File: src/rtl/fir_pkg.sv
// Shared types, widths and output limits for the sequential FIR MAC.
package fir_pkg;

    localparam int SAMPLE_W = 12;
    localparam int COEF_W   = 16;
    localparam int DATA_W   = 16;
    localparam int PROD_W   = DATA_W + COEF_W;

    localparam logic signed [DATA_W-1:0] Y_MAX = 16'sh7FFF;
    localparam logic signed [DATA_W-1:0] Y_MIN = 16'sh8000;

    typedef enum logic [1:0] {
        ST_IDLE,
        ST_MAC,
        ST_DRAIN,
        ST_DONE
    } state_t;

    // Offset-binary to two's complement: flip the MSB, then sign-extend.
    function automatic logic signed [DATA_W-1:0] to_signed(
        input logic [SAMPLE_W-1:0] s
    );
        return {{(DATA_W-SAMPLE_W+1){~s[SAMPLE_W-1]}}, s[SAMPLE_W-2:0]};
    endfunction

endpackage

File: src/rtl/sample_buf_ram.sv
// Sample history buffer: one write port, one synchronous read port.
module sample_buf_ram #(
    parameter int ADDR_WIDTH = 8,
    parameter int DATA_WIDTH = 16
) (
    input  logic                  clk,
    input  logic                  we,
    input  logic [ADDR_WIDTH-1:0] waddr,
    input  logic [DATA_WIDTH-1:0] wdata,
    input  logic [ADDR_WIDTH-1:0] raddr,
    output logic [DATA_WIDTH-1:0] rdata
);

    logic [DATA_WIDTH-1:0] mem [2**ADDR_WIDTH];

    always_ff @(posedge clk) begin
        if (we) begin
            mem[waddr] <= wdata;
        end
        rdata <= mem[raddr];
    end

endmodule

File: src/rtl/fir_mac_seq.sv
// Single-multiplier sequential FIR: one tap per cycle, saturated Q15 output.
module fir_mac_seq
    import fir_pkg::*;
#(
    parameter int ADDR_WIDTH = 8,
    parameter int TAPS       = 64,
    parameter int OUT_SHIFT  = 15
) (
    input  logic                  clk_in,
    input  logic                  rst_n_in,
    input  logic [SAMPLE_W-1:0]   sample_in,
    input  logic                  sample_valid_in,
    output logic                  ready_out,
    output logic [ADDR_WIDTH-1:0] coef_addr_out,
    input  logic [COEF_W-1:0]     coef_in,
    output logic [DATA_W-1:0]     y_out,
    output logic                  y_valid_out,
    output logic                  overrun_out
);

    localparam int ACC_W = PROD_W + ADDR_WIDTH;
    localparam logic [ADDR_WIDTH-1:0] LAST_TAP = ADDR_WIDTH'(TAPS - 1);
    localparam logic [ADDR_WIDTH:0]   FILL_MAX = (ADDR_WIDTH+1)'(TAPS);
    localparam logic signed [ACC_W-1:0] HI = ACC_W'(Y_MAX);
    localparam logic signed [ACC_W-1:0] LO = ACC_W'(Y_MIN);

    state_t state;

    logic [ADDR_WIDTH-1:0] wr_ptr;
    logic [ADDR_WIDTH-1:0] newest;
    logic [ADDR_WIDTH-1:0] rd_addr;
    logic [ADDR_WIDTH:0]   fill;
    logic                  accept;
    logic                  rd_v;
    logic                  rd_mask;
    logic                  prod_v;
    logic signed [DATA_W-1:0] rd_data;
    logic signed [PROD_W-1:0] mul;
    logic signed [PROD_W-1:0] prod;
    logic signed [ACC_W-1:0]  acc;
    logic signed [ACC_W-1:0]  acc_sh;
    logic signed [DATA_W-1:0] y_sat;

    assign ready_out = (state == ST_IDLE);
    assign accept    = sample_valid_in && ready_out;
    assign rd_addr   = newest - coef_addr_out;
    assign mul       = rd_data * $signed(coef_in);
    assign acc_sh    = acc >>> OUT_SHIFT;

    always_comb begin
        if (acc_sh > HI) begin
            y_sat = Y_MAX;
        end else if (acc_sh < LO) begin
            y_sat = Y_MIN;
        end else begin
            y_sat = acc_sh[DATA_W-1:0];
        end
    end

    sample_buf_ram #(
        .ADDR_WIDTH (ADDR_WIDTH),
        .DATA_WIDTH (DATA_W)
    ) u_buf (
        .clk   (clk_in),
        .we    (accept),
        .waddr (wr_ptr),
        .wdata (to_signed(sample_in)),
        .raddr (rd_addr),
        .rdata (rd_data)
    );

    always_ff @(posedge clk_in or negedge rst_n_in) begin
        if (!rst_n_in) begin
            state         <= ST_IDLE;
            coef_addr_out <= '0;
            wr_ptr        <= '0;
            newest        <= '0;
            fill          <= '0;
            rd_v          <= 1'b0;
            rd_mask       <= 1'b0;
            prod_v        <= 1'b0;
            prod          <= '0;
            acc           <= '0;
            y_out         <= '0;
            y_valid_out   <= 1'b0;
            overrun_out   <= 1'b0;
        end else begin
            y_valid_out <= 1'b0;
            // Read-stage tag: taps beyond the fill count contribute zero.
            rd_v    <= (state == ST_MAC);
            rd_mask <= ({1'b0, coef_addr_out} < fill);
            prod_v  <= rd_v;
            if (rd_v && rd_mask) begin
                prod <= mul;
            end else begin
                prod <= '0;
            end
            if (prod_v) begin
                acc <= acc + ACC_W'(prod);
            end
            if (sample_valid_in && !ready_out) begin
                overrun_out <= 1'b1;
            end
            unique case (state)
                ST_IDLE: begin
                    if (accept) begin
                        state         <= ST_MAC;
                        newest        <= wr_ptr;
                        wr_ptr        <= wr_ptr + 1'b1;
                        acc           <= '0;
                        coef_addr_out <= '0;
                        if (fill != FILL_MAX) begin
                            fill <= fill + 1'b1;
                        end
                    end
                end
                ST_MAC: begin
                    if (coef_addr_out == LAST_TAP) begin
                        state         <= ST_DRAIN;
                        coef_addr_out <= '0;
                    end else begin
                        coef_addr_out <= coef_addr_out + 1'b1;
                    end
                end
                ST_DRAIN: begin
                    if (!rd_v && !prod_v) begin
                        state       <= ST_DONE;
                        y_out       <= y_sat;
                        y_valid_out <= 1'b1;
                    end
                end
                ST_DONE: begin
                    state <= ST_IDLE;
                end
                default: begin
                    state <= ST_IDLE;
                end
            endcase
        end
    end

endmodule

File: config.mk
export PLATFORM = sky130hd
export DESIGN_NAME = fir_mac_seq
export DESIGN_NICKNAME = d
export VERILOG_FILES = /design/src/rtl/fir_pkg.sv /design/src/rtl/sample_buf_ram.sv /design/src/rtl/fir_mac_seq.sv
export SDC_FILE = /design/constraint.sdc
export NUM_CORES = 2
export LEC_CHECK = 0
export CORE_MARGIN = 2
export CORE_UTILIZATION = 50
export CTS_CLUSTER_DIAMETER = 200
export DETAILED_ROUTE_END_ITERATION = 12
export DONT_BUFFER_PORTS = 1
export PLACE_DENSITY = 0.64
export SKIP_LAST_GASP = 1
export SLEW_MARGIN = 20
export SYNTH_ARGS = -nofsm -noshare
export SYNTH_HDL_FRONTEND = slang
export SYNTH_HIERARCHICAL = 1
export SYNTH_SLANG_ARGS = --single-unit
File: constraint.sdc
create_clock -name clk_in -period 11.03 [get_ports clk_in]
set_clock_uncertainty 0.1 [all_clocks]
set_input_delay 0.5515 -clock clk_in [delete_from_list [all_inputs] [get_ports clk_in]]
set_output_delay 0.5515 -clock clk_in [all_outputs]
set_load 0.005 [all_outputs]
# Yosys cells after proc, flatten, opt, wreduce, memory -nomap -nowiden
# Memory sizes are Yosys's and may differ from the RTL's. A register that Yosys moved wholly into a read port is not among the register bits.
# Index checks and enable logic that the tools add are counted.
[totals] reg_bits=128 latchBits=0 ramBits=4096 mem_bits_ro=0 in_bits=31 output_inout_bits=27 elab_cells=63 memories=1
[op_classes] add_sub_neg=5 multipliers=1 div_mod_pow=0 magnitude_cmp=3 n_eq_ne=8 shift=0 mux=17 n_bitwise=1 n_reduce_logical=14
[memory_table] name="u_buf.mem" depth=256 width=16 read_ports=1 rd_clocked_by_memory_dff=1 wr=1 line_no="sample_buf_ram.sv:14" source="logic [DATA_WIDTH-1:0] mem [2**ADDR_WIDTH];"
[op_table] operator="40-bit 2-to-1 mux" n=3
[op_table] operator="40-bit by 32-bit adder with 40-bit output" n=1
[op_table] operator="16-bit by 16-bit multiplier with 32-bit output" n=1
[op_table] operator="16-bit 2-to-1 mux" n=2
[op_table] operator="32-bit 2-to-1 mux" n=1
[op_table] operator="25-bit by 16-bit > comparator with 1-bit output (second input constant)" n=1
[op_table] operator="25-bit by 16-bit less-than comparator with 1-bit output (second input constant)" n=1
[op_table] operator="8-bit by 1-bit adder with 8-bit output (second input constant)" n=2
[op_table] operator="8-bit 2-to-1 mux" n=2
[op_table] operator="8-bit one-hot mux with 2 select lines" n=1
[op_table] operator="9-bit by 1-bit adder with 9-bit output (second input constant)" n=1
[op_table] operator="8-bit by 9-bit less-than comparator with 1-bit output" n=1
[op_table] operator="9-bit by 7-bit inequality test with 1-bit output (second input constant)" n=1
[op_table] operator="8-bit by 6-bit == test with 1-bit output (second input constant)" n=1
[op_table] operator="2-bit one-hot mux with 4 select lines" n=1
[op_table] operator="8-bit subtractor" n=1
[op_table] operator="2-bit 2-to-1 mux" n=3
[op_table] operator="2-bit AND reduction" n=3
[op_table] operator="3-bit AND reduction" n=2
[op_table] operator="2-bit == test (second input constant)" n=2
[op_table] operator="1-bit logical AND" n=4
[op_table] operator="1-bit 2-to-1 mux" n=4
[op_table] operator="2-bit by 1-bit inequality test with 1-bit output (second input constant)" n=2
[op_table] operator="1-bit zero test" n=3
[op_table] operator="other kinds (5)" n=5

# Longest topological paths before layout
[logic_depth] word_depth=4 depth_mapped=24

# By module
# The synthesis kept the hierarchy.
[by_module_without_submodules] mod="sample_buf_ram" instances=1 cells_per_inst=7360 area_each_um2=158714.7 seq_area_each_um2=123318.3
[by_module_without_submodules] mod="fir_mac_seq" instances=1 cells_per_inst=1905 area_each_um2=17287.8 seq_area_each_um2=3203.1

# Least setup slack after synthesis
# Ideal clock, no wire load.
[synth_timing] kind="input -> register" start="input port sample_in[11]" end="memory u_buf.mem[0][11], data pin" setup_time_ns=3.049 arrival_ns=14.199 t_required_ns=7.881 path_slack_ns=-6.318 stages=1 path_buffers=0 path_cell_list="inv_1"
[synth_between] elab_chain_cells=1
[synth_rtl] item="start: declaration" line_no="fir_mac_seq.sv:11" source="input logic [SAMPLE_W-1:0] sample_in,"
[synth_rtl] item="1-bit NOT" line_no="fir_pkg.sv:23" source="return {{(DATA_W-SAMPLE_W+1){~s[SAMPLE_W-1]}}, s[SAMPLE_W-2:0]};"
[synth_rtl] item="end: declaration" line_no="sample_buf_ram.sv:14"
# Every way passes these cells.

# Worst setup path after layout
[layout_timing] start="register u_buf.rdata[15] (read register of u_buf.mem)" end="register prod[31]"
[layout_between] elab_chain_cells=2
[layout_rtl] item="start: declaration" line_no="sample_buf_ram.sv:11" source="output logic [DATA_WIDTH-1:0] rdata"
[layout_rtl] item="16-bit by 16-bit multiplier with 32-bit output" line_no="fir_mac_seq.sv:47" source="assign mul = rd_data * $signed(coef_in);"
[layout_rtl] item="32-bit 2-to-1 mux" line_no="fir_mac_seq.sv:93" source="if (rd_v && rd_mask) begin"
[layout_rtl] item="end signal: assignment" line_no="fir_mac_seq.sv:94" source="prod <= mul;"
[layout_rtl] item="end: declaration" line_no="fir_mac_seq.sv:39" source="logic signed [PROD_W-1:0] prod;"
# Every way passes these cells.
# A chain may end at the register's enable or synchronous reset.

==> flow_summary_export.csv <==
group,metric,value,unit
detailed_routing,drc_errors,0,
worst_setup_path,end_kind,"register",
die,die_y,597.3,µm
detailed_routing,wl,445.3,mm
cts,cts_tree,"built",
worst_setup_path,worstPathBufferInverterCount,5,
final_layout,drive_above_1_share,19.78,%
worst_setup_path,cp.required,11.77,ns
cts,cts_root_buffer,"clkbuf_16",
die,initial_core_util,50.29,%
grt,grt_antenna_before_repair,7,
run_status,status,"finished, final reports clean",
die,dieArea,356800,µm²
worst_setup_path,crit_top_cell,"fa_1",
timing,fmax,0.1431,GHz
grt,grt_pass1_wl,642.2,mm
synth,yosys_warnings,6,
worst_setup_path,cp_slowest_cell,"dfxtp_1",
synth,synth_flop_cell,"edfxtp_1",
place,dp.cells,13700,
timing,hold_viol_final,0,
worst_setup_path,crit_chain,"nand2_1 > inv_1 > fa_1 > inv_1 > fa_1 > inv_1 > fa_1 > fa_1 > fa_1 > inv_1 > fa_1 > inv_1 > ha_1 > a21o_1 > a21o_1 > a21o_1 > a21o_1 > a41oi_1 > o21ai_1 > o41ai_4 > a21oi_1 > mux2i_1",
place,io_buffers,0,
grt,grt_max_degree,257,
timing,fin_crit,6.989,ns
die,die_w,597.3,µm
timing,slew_headroom,12.48,%
flow_run,cap_violations,0,
cts,cts_buffers,427,
synth,seq_area_frac_synth,71.89,%
detailed_routing,vias,90610,
worst_setup_path,critPathMaxStageDelay,0.82,ns
synth,synth_area_per_cell,19.00,µm²
detailed_routing,first_pass_iters,6,
synth,yosysTopAreaCell,"edfxtp_1",
synth,syn-cell-area,176000,µm²
cts,cts_sinks,4240,
grt,grt_pass1_vias,89480,
synth,synth_edf_count,4096,
timing,setup_viol,0,
timing,worst_pin_slew,1.313,ns
worst_setup_path,critPathLaunchType,"register",
detailed_routing,drtIter0Drc,11930,
synth,synthDistinctLibCells,85,
timing,maxSlewViolCount,0,
final_layout,final_common_cell,"edfxtp_1",
worst_setup_path,worst-setup-path-type,"reg2reg",
final_layout,fill_cells,25930,
synth,synth_top_area_share,69.88,%
cts,clkLatencyLatePin,1.01,ns
final_layout,mostFrequentLayoutCells,"edfxtp_1 (4096), mux4_2 (797), mux2i_1 (586), clkbuf_16 (432), inv_1 (364)",
worst_setup_path,worstPathMaxFanout,16,
final_layout,fin_nets,10000,
place,place_area,182100,µm²
place,gp_congestion,0.8717,
detailed_routing,avgRoutedWirePerCell,30.68,µm
final_layout,fin_area,196700,µm²
final_layout,final_cells,14520,
die,ioPinCount,58,
final_layout,multi_input_area,45610,µm²
die,rows,217,
cts,cts_setup_buffers,0,
timing,hold_ws,0.02524,ns
die,core,350000,µm²
worst_setup_path,crit_arrival,7.73,ns
final_layout,final-seq-area,126500,µm²
place,hpwl,262.2,mm
cts,htreeDepth,5,
synth,syn_inst,9265,
synth,synth-seq-cells,4240,
final_layout,area_growth,11.73,%
grt,grt-ovfl-total,0,
synth,syn_nets,9702,
synth,synth_top_cells_by_area,"edfxtp_1 (70%), mux4_2 (10%), mux2i_1 (3.3%)",
worst_setup_path,critPathTopFamily,"adder cells",
hold_path,hp-class,"in2async",
cts,clock_path_buffers,4,
timing,rsz0062_at_grt,"no",
cts,clkTransAtPathRegs,0.06,ns
detailed_routing,viasPerCell,6.242,
synth,ys_async_sr_fraction,3.019,%
grt,grt_usage,24.79,%
detailed_routing,ant_nets,0,
timing,min_period_over_period,63.36,%
==> through the flow <==
| step | utilization (%) | TNS, ns | setup WS [ns] |
|---|---|---|---|
| after floorplan | - | -303.57 | -0.2372 |
| after global placement | 52.01 | 0 | 4.175 |
| after detailed placement | 52.03 | 0 | 4.095 |
| after CTS | 56.05 | 0 | 4.047 |
| after global routing | 56.19 | 0 | 3.693 |
| final | 56.19 | 0 | 4.041 |
==> synthesized netlist by cell type, types with 43 or more instances <==
| library cell | number |
|---|---|
| xnor2_1 | 54 |
| o221ai_1 | 252 |
| a21oi_1 | 254 |
| buf_2 | 77 |
| mux2i_1 | 586 |
| a21o_1 | 47 |
| and2_1 | 130 |
| fa_1 | 264 |
| clkbuf_1 | 286 |
| mux2_2 | 89 |
| nor3_1 | 107 |
| inv_1 | 369 |
| mux4_2 | 797 |
| nand2_1 | 241 |
| buf_6 | 77 |
| a22oi_1 | 43 |
| o22ai_1 | 150 |
| edfxtp_1 | 4096 |
| dfrtp_1 | 128 |
| nor2_1 | 419 |
| o21ai_0 | 80 |
| nand4_1 | 43 |
| nand3_1 | 63 |
| ha_1 | 142 |
==> sequential cells by signal, indices dropped and copies added, names as in the netlist, 2 cells and up <==
name and count:
state 2, fill 9, y_out 16, u_buf/rdata 16
wr_ptr 8, acc 40, prod 32, newest 8
coef_addr_out 8, u_buf/mem 4096
==> worst register-to-register path, delay by kind of cell, from the launching register on <==
kind / cells / cell delay, ns
compound gates: 8 / 1.68
fa+ha+maj: 7 / 3.29
buf+inv: 5 / 0.62
flops: 1 / 0.82
mux: 1 / 0.14
simple gates: 1 / 0.22
==> worst paths after layout <==
check,start,cells after the start,slack (ns),end
max reg2reg,u_buf/rdata[15],22,4.04,prod[31]
max,u_buf/rdata[15],22,4.04,prod[31]
max in group asynchronous,rst_n_in,2,10.15,acc[9]
min reg2reg,newest[6],2,0.39,newest[6]
min,rst_n_in,2,0.03,fill[0]
min in group clk_in,sample_in[0],2,0.06,u_buf/mem[210][0]
==> metal layers <==
metal | track usage (%) | wire length (µm)
met1 | 35.95 | 182700
met2 | 37.69 | 204700
met3 | 5.113 | 41530
met4 | 8.492 | 16380
met5 | 0 | 19
==> cells by family after synthesis <==
| logic type | share of synthesized area (%) |
|---|---|
| flip-flops | 71.89 |
| multiplexers | 14.10 |
| AND/OR/NAND/NOR | 2.993 |
| AO/OA/AOI/OAI | 4.174 |
| buffers and inverters | 2.441 |
| adder cells (fa/ha/maj) | 4.012 |
| XOR/XNOR | 0.3931 |
==> layout make-up <==
type / instances / share of cell area, %
diodes: 5 / 0.006362
multi-input cells: 4141 / 23.19
flip-flops and latches: 4240 / 64.34
clock buffers: 530 / 5.715
clock inverters: 246 / 1.236
repair buffers: 385 / 1.864
inverters: 371 / 0.7240
well taps: 4599 / 2.926
==> repair_timing <==
item                       4_1_cts  5_1_grt
hold buffers                    16       10
resized for setup                0        0
hold endpoints to repair      2963      247
setup endpoints to repair        0        0
Power is left out: the tool's default activity adds up to more than one toggle a clock period on the data nets, which glitch-free logic cannot reach.
